$ cat config.mk
export PLATFORM = sky130hd
export DESIGN_NAME = hazard_ctrl
export DESIGN_NICKNAME = d
export VERILOG_FILES = /design/src/rtl/core_pkg.sv /design/src/rtl/sat_counter.sv /design/src/rtl/hazard_ctrl.sv
export SDC_FILE = /design/constraint.sdc
export NUM_CORES = 1
export LEC_CHECK = 0
export ABC_AREA = 1
export BUFFER_PORTS_ARGS = -buffer_cell sky130_fd_sc_hd__clkbuf_2
export CAP_MARGIN = 5
export CORE_ASPECT_RATIO = 0.9
export CORE_MARGIN = 3
export CORE_UTILIZATION = 50
export CTS_CLUSTER_DIAMETER = 100
export DETAILED_ROUTE_END_ITERATION = 8
export PLACE_DENSITY = 0.8
export SKIP_CTS_REPAIR_TIMING = 1
export SLEW_MARGIN = 20
export SYNTH_ARGS = -nofsm -noshare
export SYNTH_HDL_FRONTEND = slang
export SYNTH_SLANG_ARGS = --single-unit
$ cat constraint.sdc
create_clock -name clk -period 1.61 [get_ports clk]
set_input_delay 0.0805 -clock clk [delete_from_list [all_inputs] [get_ports clk]]
set_output_delay 0.0805 -clock clk [all_outputs]
set_load 0.02 [all_outputs]
$ cat src/rtl/core_pkg.sv
// Shared pipeline-control types and constants for the hazard controller.
package core_pkg;

  // Default width of the stall-cycle counter.
  localparam int CNT_W_DEFAULT = 16;

  // MDU sequencing state: RUN lets the pipeline flow; MDU_WAIT holds it for a mul/div.
  typedef enum logic {
    RUN      = 1'b0,
    MDU_WAIT = 1'b1
  } hazard_state_t;

endpackage

$ cat src/rtl/sat_counter.sv
// Saturating up-counter: counts enabled cycles and holds at all-ones.
module sat_counter #(
  parameter int W = 16
) (
  input  logic         clk,
  input  logic         arst_n,
  input  logic         en_i,
  output logic [W-1:0] count_o
);

  logic [W-1:0] count_q;
  logic [W-1:0] count_d;

  // Next count: advance only while enabled and not already at the ceiling.
  always_comb begin
    count_d = count_q;
    if (en_i && (count_q != {W{1'b1}})) begin
      count_d = count_q + {{(W-1){1'b0}}, 1'b1};
    end
  end

  // Count register, cleared asynchronously.
  always_ff @(posedge clk or negedge arst_n) begin
    if (!arst_n) begin
      count_q <= '0;
    end else begin
      count_q <= count_d;
    end
  end

  assign count_o = count_q;

endmodule

$ cat src/rtl/hazard_ctrl.sv
// Pipeline hazard controller: data-memory wait, multi-cycle MDU sequencing,
// taken-branch flush and load-use interlock, resolved in that priority order.
//
// MDU protocol: mdu_start is a single-cycle launch pulse issued from RUN;
// mdu_done is a single-cycle completion pulse. A pulse landing while the
// pipeline is frozen by a memory wait is remembered in done_q so it is
// never lost. state_dbg exposes the FSM (1 = MDU_WAIT).
module hazard_ctrl
  import core_pkg::*;
#(
  parameter int CNT_W = CNT_W_DEFAULT
) (
  input  logic             clk,
  input  logic             arst_n,
  input  logic [4:0]       rs1_id,
  input  logic [4:0]       rs2_id,
  input  logic             rs1_used_id,
  input  logic             rs2_used_id,
  input  logic [4:0]       rd_ex,
  input  logic             load_ex,
  input  logic             br_taken_ex,
  input  logic             mdu_req_ex,
  input  logic             mdu_done,
  input  logic             dmem_req_mem,
  input  logic             dmem_ready,
  output logic             stall_if,
  output logic             stall_id,
  output logic             stall_ex,
  output logic             stall_mem,
  output logic             flush_id,
  output logic             bubble_ex,
  output logic             bubble_mem,
  output logic             bubble_wb,
  output logic             mdu_start,
  output logic [CNT_W-1:0] stall_cnt,
  output logic             state_dbg
);

  hazard_state_t state_q, state_d;
  logic          done_q, done_d;

  logic mem_wait;
  logic load_use;
  logic done_obs;

  assign mem_wait = dmem_req_mem && !dmem_ready;
  assign load_use = load_ex && (rd_ex != 5'd0) &&
                    ((rs1_used_id && (rs1_id == rd_ex)) ||
                     (rs2_used_id && (rs2_id == rd_ex)));
  assign done_obs = mdu_done || done_q;

  // Next state and all pipeline-control outputs; everything is forced low in reset.
  always_comb begin
    state_d    = state_q;
    done_d     = done_q;
    stall_if   = 1'b0;
    stall_id   = 1'b0;
    stall_ex   = 1'b0;
    stall_mem  = 1'b0;
    flush_id   = 1'b0;
    bubble_ex  = 1'b0;
    bubble_mem = 1'b0;
    bubble_wb  = 1'b0;
    mdu_start  = 1'b0;
    if (arst_n) begin
      if (mem_wait) begin
        // Whole pipeline frozen; only capture an MDU completion for later.
        stall_if  = 1'b1;
        stall_id  = 1'b1;
        stall_ex  = 1'b1;
        stall_mem = 1'b1;
        bubble_wb = 1'b1;
        if ((state_q == MDU_WAIT) && mdu_done) begin
          done_d = 1'b1;
        end
      end else begin
        unique case (state_q)
          RUN: begin
            if (mdu_req_ex) begin
              // Launch takes precedence over a branch resolving in the same slot.
              mdu_start  = 1'b1;
              stall_if   = 1'b1;
              stall_id   = 1'b1;
              stall_ex   = 1'b1;
              bubble_mem = 1'b1;
              state_d    = MDU_WAIT;
            end else if (br_taken_ex) begin
              // Wrong-path instruction in ID is discarded, so its load-use is moot.
              flush_id  = 1'b1;
              bubble_ex = 1'b1;
            end else if (load_use) begin
              stall_if  = 1'b1;
              stall_id  = 1'b1;
              bubble_ex = 1'b1;
            end
          end
          MDU_WAIT: begin
            if (done_obs) begin
              state_d = RUN;
              done_d  = 1'b0;
            end else begin
              stall_if   = 1'b1;
              stall_id   = 1'b1;
              stall_ex   = 1'b1;
              bubble_mem = 1'b1;
            end
          end
          default: begin
            state_d = RUN;
            done_d  = 1'b0;
          end
        endcase
      end
    end
  end

  // FSM state and sticky MDU-done flag.
  always_ff @(posedge clk or negedge arst_n) begin
    if (!arst_n) begin
      state_q <= RUN;
      done_q  <= 1'b0;
    end else begin
      state_q <= state_d;
      done_q  <= done_d;
    end
  end

  assign state_dbg = (state_q == MDU_WAIT);

  sat_counter #(
    .W (CNT_W)
  ) u_stall_cnt (
    .clk     (clk),
    .arst_n  (arst_n),
    .en_i    (stall_if),
    .count_o (stall_cnt)
  );

endmodule

==> Yosys cells after proc, flatten, opt, wreduce, memory -nomap -nowiden <==
Cells that the tools add are included.
{ "totals": {"regBits": 18, "output_inout_bits": 26, "elab_cells": 57} }
{ "op_classes": {"n_addsub": 1, "n_eq_ne": 4, "muxes": 32, "bitwise": 2, "reduce_logical": 15} }
{ "op_table": {"columns": ["op", "count"], "rows": [
  ["1-bit two-way mux", 30],
  ["16-bit by 1-bit adder with 16-bit output (second input constant)", 1],
  ["16-bit inequality test (second input constant)", 1],
  ["5-bit == test", 2],
  ["1-bit logical AND", 7],
  ["5-bit nonzero test", 1],
  ["1-bit one-hot mux with 2 select lines", 2],
  ["4-bit AND reduction", 1],
  ["2-bit nonzero test", 2],
  ["1-bit logical OR", 2],
  ["2-bit by 1-bit inequality test with 1-bit output (second input constant)", 1],
  ["1-bit NOT", 2],
  ["2-bit AND reduction", 1],
  ["1-bit zero test", 1]
]} }

==> Longest topological paths before layout <==
{ "depth": {"ltp_word": 11, "mapped_depth": 12, "ltp_nobuf": 11} }

==> Hierarchy <==
From an unflattened synthesis, not the netlist that was laid out.
{ "unflattened": {"cells_unflattened": 231, "hier_area_um2": 1475.2} }
{ "modules_own_cells": {"columns": ["mod", "instances", "cells_per_inst", "area_each_um2", "seq_area_each_um2"], "rows": [
  ["sat_counter", 1, 142, 1038.5, 400.4],
  ["hazard_ctrl", 1, 89, 436.7, 50.0]
]} }

==> Worst setup path before layout <==
OpenSTA, ideal clock, no wires.
{ "synth_timing": {"path_kind": "flip-flop to flip-flop", "start": "reg u_stall_cnt.count_q[0], in the netlist u_stall_cnt.count_o[0]", "end": "reg u_stall_cnt.count_q[6], in the netlist u_stall_cnt.count_o[6]", "t_arrival_ns": 1.538, "t_required_ns": 1.492, "slack_ns": -0.046, "stages_incl_launch_ff": 8, "period_less_slack_ns": 1.656, "cell_sequence": "dfrtp_1 > ha_1 > nand3_2 > nor2_4 > nand4_4 > buf_2 > nand3_1 > nand2_1"} }
{ "synth_between": {"elab_chain_cells": 2, "word_cells_on_any_way": 3} }
{ "synth_rtl": {"columns": ["element", "line", "source"], "rows": [
  ["start, declared", "sat_counter.sv:11", "logic [W-1:0] count_q;"],
  ["start signal, assigned", "sat_counter.sv:27", "count_q <= count_d;"],
  ["branches (longest 2 deep; another with 16-bit by 1-bit adder with 16-bit output)", null, null]
]} }
Parallel ways; which one is timed is not known.
A chain may end at the register's enable or synchronous reset.

==> Final worst setup path <==
{ "layout_timing": {"start": "reg state_q, in the netlist state_dbg", "end": "out stall_id"} }
{ "layout_between": {"elab_chain_cells": 4} }
{ "layout_rtl": {"columns": ["element", "line", "source"], "rows": [
  ["start, declared", "hazard_ctrl.sv:39", "hazard_state_t state_q, state_d;"],
  ["start signal, assigned", "hazard_ctrl.sv:123", "state_q <= state_d;"],
  ["1-bit NOT", null, null],
  ["1-bit one-hot mux with 2 select lines *", "hazard_ctrl.sv:77", "unique case (state_q)"],
  ["1-bit two-way mux *", "hazard_ctrl.sv:66", "if (mem_wait) begin"],
  ["1-bit two-way mux *", "hazard_ctrl.sv:65", "if (arst_n) begin"],
  ["end, declared", "hazard_ctrl.sv:27", "output logic stall_id,"]
]} }
Every way passes the cells marked *; elsewhere a longest branch is shown, timed or not.

==> summary.md <==
| Metric | Value |
|---|---|
| Outcome | `finished clean` |
| Clock root buffer | `clkbuf_4` |
| IO Count | `51` |
| PortBufs | `50` |
| Detailed Route Iter0 Violations | `88` |
| Count leader, synth | `nand2_1` |
| # fillers | `224` |
| Max Cap Viol | `0` |
| Global-route wire length before repair | `6085 µm` |
| Clock-pin slew on the worst setup and hold paths | `0.10 ns` |
| TritonRoute pass-1 iters | `5` |
| Synthesized area per cell | `6.529 µm²` |
| TritonCTS Sinks | `18` |
| FF+latch area | `455.4 µm²` |
| Crit start category | `register` |
| Worst endpoint required time | `1.53 ns` |
| Die height | `56.85 µm` |
| Clock latency at the later pin of the worst-skew pair | `0.29 ns` |
| Clk buf depth | `2` |
| Pleak | `1.094 nW` |
| Met3 WL | `211 µm` |
| Final net count | `311` |
| Number of global-route vias before repair | `1410` |
| Yosys reg bits | `18` |
| Met2 Routed Length | `1737 µm` |
| Synth top cells by count | `77 x nand2_1, 32 x inv_1, 26 x nand3_1` |
| Final Cycle Share | `0.9487` |
| Internal Power | `0.0009058 W` |
| Clock power share | `0.185` |
| Psw | `0.0005900 W` |
| Cells after synthesis | `220` |
| Worst-Margin Slew | `0.3208 ns` |
| GRT Total Usage | `0.2126` |
| CP Class | `register to output pin` |
| Layout Skew | `0.006829 ns` |
| GRT overflow | `0` |
| Setup TNS | `0 ns` |
| Initial Util | `0.5535` |
| Die area | `0.003553 mm²` |
| Cell area power density | `805.0 mW/mm²` |
| Max Slew Vio Count | `0` |
| Multi-input logic area | `819.5 µm²` |
| Yosys cell types | `26` |
| Vias | `1550` |
| Dpl cells | `314` |
| Total power | `0.001496 W` |
| Drt wl/cell | `11.22 µm` |
| Core box area | `0.002595 mm²` |
| Syn. warnings | `0` |
| Post-Route M1 WL | `1649 µm` |
| Sequential Power Share | `0.410` |
| RD Place Congestion | `0.9483` |
| Cell Area, Synth | `0.001436 mm²` |
| Die Wd | `62.50 µm` |
| CTS H-tree depth | `1` |
| Sw Share | `0.3944` |
| Initial antenna violation count | `0` |
| Kind of end point of the critical path | `output pin` |
| Top post-synthesis cells by area | `dfrtp_1 31%, nand2_1 20%, nand3_1 9.1%, inv_1 8.4%, xor2_1 6.7%` |
| Largest net degree at the start of global routing | `17` |
| Sequential area share after synthesis | `0.3136` |
| Yosys top cell area share | `0.3136` |
| Hold Crit Class | `input port to register` |
| CTS tree | `done` |
| Fin cells | `322` |
| Vias/cell | `4.814` |
| N_diodes | `0` |
| CP Max Fanout | `8` |
| Crit path DAT | `1.45 ns` |
| Final wirelength | `3613 µm` |
| DR top layer | `met4` |
| Remaining antenna violation count | `0` |
| Yosys top cell by area | `dfrtp_1` |
| Final Hold Vio Count | `0` |
| Core Rows | `17` |
| Comb power frac | `0.405` |
| # DRC | `0` |
| Hpwl dp | `2770 µm` |
| Post-synth EDFFs | `0` |
| Slew margin rel. | `0.7845` |
| Max Freq | `0.6547 GHz` |
| Num CTS Buffers | `3` |
| Fraction of layout cells with a size suffix above 1 | `0.2958` |
| Layout overhead on the synthesized area | `29.36%` |
| Post-synth ARST share | `1.000` |
| Setup-failing EPs final | `0` |
| Main synth FF type | `dfrtp_1` |
| Worst VDD drop | `0.0007432 V` |
| Fin crit period | `1.527 ns` |
| Net Count, Synth | `246` |
## worst paths after layout
path | from | end | slack, ns | depth (start not counted)
setup / recovery | state_dbg | stall_id | 0.08 | 6
hold / removal | arst_n | state_dbg | 0.13 | 3
setup reg to reg | state_dbg | u_stall_cnt.count_o[14] | 0.09 | 9
min in group asynchronous | arst_n | done_q | 0.22 | 2
max in group asynchronous | arst_n | u_stall_cnt.count_o[1] | 0.94 | 3
hold reg to reg | u_stall_cnt.count_o[15] | u_stall_cnt.count_o[15] | 0.54 | 2
## stage by stage
step / hold WS (ns) / util / setup WS (ns) / cell area (µm²)
after floorplan: -0.2151 / - / 0.03977 / 1439
after global placement: -0.07651 / 0.6861 / 0.1744 / 1780
after detailed placement: -0.07960 / 0.6861 / 0.09865 / 1780
after CTS: -0.4050 / 0.7001 / -0.03572 / 1817
after global routing: 0.1542 / 0.7160 / -0.01253 / 1858
final: 0.1261 / 0.7160 / 0.08264 / 1858
## sequential cells by signal, summed over array words and instances (netlist names)
name                 flops
state_dbg                1
done_q                   1
u_stall_cnt.count_o     16
## routing by layer
metal,up-vias,GRT usage
met3,2,0.05200
li1,810,-
met1,693,0.2652
met4,0,0.05031
met2,45,0.3693
met5,-,0
## cell usage in the layout, fill, tap and decap left out, drive strengths merged
cell type    count
a21oi            1
clkinv           1
xnor2            3
nand2           79
inv             34
nand3           28
o21ai            5
xor2            11
dlygate4sd3      1
nor2            22
clkbuf          52
nor3             9
ha               1
buf             16
nand4            2
dfrtp           18
o22ai            1
## power groups by stage
stage,combinational [W],sequential [W],clock [W]
5_1_grt,0.000677,0.000624,0.000311
4_1_cts,0.000562,0.000615,0.000286
6_report,0.000605,0.000613,0.000277
2_1_floorplan,0.000280,0.000692,0
3_5_place_dp,0.000557,0.000623,0
3_3_place_gp,0.000551,0.000618,0
## critical path, stage by stage, from the launching register on
cell,delay [ns]
dfrtp_2,0.46
nor2_1,0.12
clkinv_1,0.10
o21ai_2,0.09
o21ai_2,0.10
nand2_4,0.10
buf_2,0.17
## cells by family after synthesis
family,after synthesis,share of synthesized area
AND/OR/NAND/NOR,140,0.4460
buffers and inverters,40,0.1185
flip-flops,18,0.3136
XOR/XNOR,14,0.08537
AO/OA/AOI/OAI,7,0.02787
adder cells (fa/ha/maj),1,0.008709
## layout make-up
| type | instances | area share |
|---|---|---|
| Inverter | 35 | 0.07071 |
| Clock buffer | 4 | 0.01953 |
| Timing Repair Buffer | 65 | 0.1980 |
| Multi-Input combinational cell | 162 | 0.4411 |
| Tap cell | 38 | 0.02559 |
| Sequential cell | 18 | 0.2451 |
Note: power is estimated with default switching activity, not from simulation.
